**config.mk**
```make
export PLATFORM = sky130hd
export DESIGN_NAME = decoder_3x8_pulse
export DESIGN_NICKNAME = d
export VERILOG_FILES = /design/src/rtl/decoder_3x8_pulse.sv
export SDC_FILE = /design/constraint.sdc
export NUM_CORES = 1
export LEC_CHECK = 0
export CAP_MARGIN = 15
export CELL_PAD_IN_SITES_DETAIL_PLACEMENT = 1
export CELL_PAD_IN_SITES_GLOBAL_PLACEMENT = 1
export CORE_ASPECT_RATIO = 0.9
export CORE_UTILIZATION = 39
export DETAILED_ROUTE_END_ITERATION = 8
export PLACE_DENSITY = 0.86
export SYNTH_ARGS = -nofsm -noshare
export SYNTH_HDL_FRONTEND = slang
export SYNTH_SLANG_ARGS = --single-unit
```
**constraint.sdc**
```tcl
create_clock -name clk -period 2.5 [get_ports clk]
set_input_delay 0.375 -clock clk [delete_from_list [all_inputs] [get_ports clk]]
set_output_delay 0.375 -clock clk [all_outputs]
set_load 0.05 [all_outputs]
```
**src/rtl/decoder_3x8_pulse.sv**
```systemverilog
// rtl/decoder_3x8_pulse.sv - registered 3-to-8 decoder with timed one-hot pulse, gap and sticky served mask
//
// Ports:
//   clk         in   1  rising-edge clock
//   rst         in   1  asynchronous active-high reset
//   E           in   1  active-low enable (1 = disabled, truncates any pulse)
//   code        in   3  index to decode
//   code_valid  in   1  code is presented this cycle
//   code_ready  out  1  block accepts a code this cycle (IDLE, enabled, not in reset)
//   Y           out  8  registered one-hot output, held HOLD_CYCLES cycles per accept
//   done        out  1  high on the last cycle Y is asserted
//   served      out  8  sticky mask of accepted indices
//   clr         in   1  synchronous clear of served (a same-edge accept wins)

module decoder_3x8_pulse #(
  parameter int HOLD_CYCLES = 4,
  parameter int GAP_CYCLES  = 1
) (
  input  logic       clk,
  input  logic       rst,
  input  logic       E,
  input  logic [2:0] code,
  input  logic       code_valid,
  output logic       code_ready,
  output logic [7:0] Y,
  output logic       done,
  output logic [7:0] served,
  input  logic       clr
);

  localparam logic [1:0] ST_IDLE  = 2'd0;
  localparam logic [1:0] ST_DRIVE = 2'd1;
  localparam logic [1:0] ST_GAP   = 2'd2;

  // Reload values for the shared down-counter; a zero gap never enters GAP,
  // so its reload is unused and simply kept in range.
  localparam logic [7:0] HOLD_RELOAD = 8'(HOLD_CYCLES - 1);
  localparam logic [7:0] GAP_RELOAD  = (GAP_CYCLES == 0) ? 8'd0 : 8'(GAP_CYCLES - 1);

  logic [1:0] state_q, state_d;
  logic [7:0] cnt_q, cnt_d;
  logic [7:0] y_q, y_d;
  logic [7:0] served_q, served_d;
  logic       accept;
  logic       cnt_zero;

  assign code_ready = (state_q == ST_IDLE) & ~E & ~rst;
  assign accept     = code_valid & code_ready;
  assign cnt_zero   = (cnt_q == 8'd0);

  // Gated by E so a disable in the final DRIVE cycle never reports completion.
  assign done   = (state_q == ST_DRIVE) & cnt_zero & ~E;
  assign Y      = y_q;
  assign served = served_q;

  always_comb begin
    state_d = state_q;
    cnt_d   = cnt_q;
    y_d     = y_q;

    if (E) begin
      state_d = ST_IDLE;
      cnt_d   = 8'd0;
      y_d     = 8'h00;
    end else begin
      case (state_q)
        ST_IDLE: begin
          if (accept) begin
            state_d = ST_DRIVE;
            cnt_d   = HOLD_RELOAD;
            y_d     = 8'h01 << code;
          end
        end
        ST_DRIVE: begin
          if (!cnt_zero) begin
            cnt_d = cnt_q - 8'd1;
          end else begin
            y_d = 8'h00;
            if (GAP_CYCLES == 0) begin
              state_d = ST_IDLE;
              cnt_d   = 8'd0;
            end else begin
              state_d = ST_GAP;
              cnt_d   = GAP_RELOAD;
            end
          end
        end
        ST_GAP: begin
          if (cnt_zero) begin
            state_d = ST_IDLE;
          end else begin
            cnt_d = cnt_q - 8'd1;
          end
        end
        default: begin
          state_d = ST_IDLE;
          cnt_d   = 8'd0;
          y_d     = 8'h00;
        end
      endcase
    end
  end

  // Clear first, then the accept bit, so a set on the clearing edge survives.
  always_comb begin
    served_d = served_q;
    if (clr) begin
      served_d = 8'h00;
    end
    if (accept) begin
      served_d[code] = 1'b1;
    end
  end

  always_ff @(posedge clk or posedge rst) begin
    if (rst) begin
      state_q  <= ST_IDLE;
      cnt_q    <= 8'd0;
      y_q      <= 8'h00;
      served_q <= 8'h00;
    end else begin
      state_q  <= state_d;
      cnt_q    <= cnt_d;
      y_q      <= y_d;
      served_q <= served_d;
    end
  end

endmodule

```
==> results.yml <==
min_path:
  hold_depth: 1
  min_path_type: "reg2reg"
  hold_end: "served[1]"
  hold_path_startpoint: "served[1]"
power:
  fin_total_pwr_w: 0.001648
  p_leak_nw: 0.7483
  peakVddDrop_mv: 0.4399
  cellPowerDensity_nw_per_um2: 941.9
routing:
  wl_um: 3473
  drc: 0
  wl_per_cell_um: 17.45
  num_vias: 1140
  drtIter0Drc: 79
  vias_per_cell: 5.729
  ant_nets: 0
  dr.pass1.iters: 4
timing:
  relSlewSlack_pct: 63.60
  tightest_slew_ns: 0.5323
  period_share_pct: 94.90
  timing.final.ws_setup_ns: 0.1274
  hold_ws_ns: 0.4873
  grt_setup_unrepaired: "false"
  fin_crit_ns: 2.373
  slew_viol_final: 0
  hold_viol: 0
  clock_skew_ns: 0.002408
  finalSetupViolations: 0
  timing.fmax_ghz: 0.4215
  tns_ns: 0
synth:
  synth_top_area_share_pct: 48.87
  synth_seq_cells: 26
  syn_area_um2: 1331
  synthCells: 132
  yosys_warnings: 0
  ys_async_sr_fraction_pct: 100.0
  synth.area.top_cells: "dfrtp_1 49%, o2bb2ai_1 3.9%, mux2i_1 3.8%"
  synth_area_leader_cell: "dfrtp_1"
  synth_cell_types: 37
  syn_area_per_cell_um2: 10.09
  synth_ff_type: "dfrtp_1"
  synth_edf_count: 0
  syn_nets: 142
  synth-seq-area-share_pct: 48.87
run:
  cap_violations: 0
floorplanning:
  initial_utilization_pct: 42.11
  dieArea_um2: 3651
  core_area_um2: 3162
  die_w_um: 63.59
  ios: 26
  num_rows: 19
  die_y_um: 57.43
global_routing:
  grt_usage_pct: 20.91
  grt_max_degree: 27
  grt_antenna_before_repair: 0
  grt_pass1_vias: 1193
  grt_pass1_wl_um: 5906
  gr-total-overflow: 0
worst_setup_path:
  arrival_ns: 2.00
  crit_fanout: 6
  worstSetupStartpointType: "flop"
  critPathRequiredTime_ns: 2.12
  cp-end-kind: "output port"
  reg2regPathDepth: 4
  rr_startpoint: "cnt_q[5]"
  r2r-end: "Y[4]"
  regToRegSetupSlack_ns: 0.42
  cp-startpoint: "cnt_q[5]"
  path_class: "reg2out"
cts:
  cts_buffers: 3
  clock_sink_count: 26
  cts.clk_slew.worst_paths_ns: 0.09
  cts_tree: "yes"
  cts_buffer_depth: 2
  clk_latency_ns: 0.27
  clock-root-buffer: "clkbuf_8"
  cts_max_level: 1
cells_and_area:
  drive_above_1_share_pct: 12.10
  fin_nets: 168
  fin_util_pct: 55.32
  n_fill_cell: 360
  num_antenna_cells: 0
  syn2layout_area_growth_pct: 31.39
place:
  gp_congestion: 0.8408
  io_buffer_count: 25
  place_hpwl_um: 2531
  place_ws_ns: 0.1983
outcome:
  status: "finished, final reports clean"
==> final cells by class <==
cell class	count	area, um2	share of cell area (%)
clock inverters	1	30.03	1.717
well taps	42	52.55	3.004
repair buffers	32	322.8	18.45
flip-flops and latches	26	650.6	37.20
multi-input cells	88	625.6	35.77
clock buffers	3	41.29	2.361
inverters	7	26.28	1.502
==> how the worst max path moves through the flow <==
stage | slack [ns] | end
2_1_floorplan | 0.07 | done
3_3_place_gp | 0.27 | cnt_q[3]
3_5_place_dp | 0.20 | cnt_q[3]
4_1_cts | 0.02 | done
5_1_grt | 0.04 | done
6_report | 0.13 | done
==> repair_timing <==
item | 4_1_cts | 5_1_grt
setup buffers | 0 | 0
hold buffers | 0 | 0
gates resized for setup | 0 | 3
setup endpoints to repair | 0 | 1
==> metal layers <==
metal | wire length (um) | GRT usage, % | part of all wire (%) | vias to the layer above
met4 | 43 | 5.519 | 1.2 | 0
met2 | 1761 | 36.17 | 51 | 23
met1 | 1574 | 26.93 | 45 | 581
met5 | 0 | 0 | 0 | -
li1 | - | - | - | 532
met3 | 93 | 3.800 | 2.7 | 4
==> critical path, cell delays in order, from the launching register on <==
cell,delay [ns]
dfrtp_1,0.45
or4_1,0.64
nor2_2,0.20
nand2_1,0.11
nor3_4,0.16
buf_12,0.16
==> state kept, by name, summed over array words and instances, names as in the netlist <==
signal and count:
Y 8, cnt_q 8, served 8, state_q 2
==> synthesized netlist by cell type, types with 3 or more instances <==
cell and n:
inv_1 7, a21oi_1 5, mux2i_1 5, clkbuf_1 7
a32o_1 3, nor2_1 7, o21bai_1 5, o2bb2ai_1 6
nor3b_1 3, a2111oi_0 3, dfrtp_1 26, nor3_1 4
o21ai_0 7, a22o_1 4, nand2_1 8, nor2b_1 3
==> per-stage QoR <==
step / instance area [um2] / std cells
6_report: 1749 / 199
4_1_cts: 1738 / 199
5_1_grt: 1749 / 199
3_5_place_dp: 1667 / 195
3_3_place_gp: 1667 / 195
2_1_floorplan: 1343 / 132
==> kinds of logic after synthesis <==
group	after synthesis	share of synthesized area (%)
simple gates	35	13.82
mux	5	3.760
compound gates	46	25.85
flops	26	48.87
fa+ha+maj	2	1.879
buf+inv	18	5.827
==> placed cells by master, fill, tap and decap left out, types with 2 or more instances in the layout <==
cell type,Yosys,final
dfrtp_1,26,26
a211o_1,2,2
nand2b_1,2,2
o21bai_1,5,5
nor3_1,4,3
a21oi_1,5,5
clkdlybuf4s50_1,0,23
o21ai_0,7,7
ha_1,2,2
a22o_1,4,4
nor2b_1,3,3
nor2_1,7,6
o21a_1,2,2
a32o_1,3,3
clkbuf_8,0,3
nor3b_1,3,3
o2bb2ai_1,6,6
a21o_1,2,2
mux2i_1,5,5
a2111oi_0,3,3
inv_1,7,7
or4_1,2,2
nand2_1,8,8
buf_4,0,7
buf_12,0,2
==> report_power, final <==
group	leakage [nW]	total, W	internal (W)	switching (W)
Sequential	0.356	0.000606	0.000495	0.000111
Clock	0.0357	0.000354	0.000214	0.000140
Combinational	0.357	0.000688	0.000303	0.000385
Total	0.748	0.00165	0.00101	0.000636
Power figures use the tool's default switching activity.
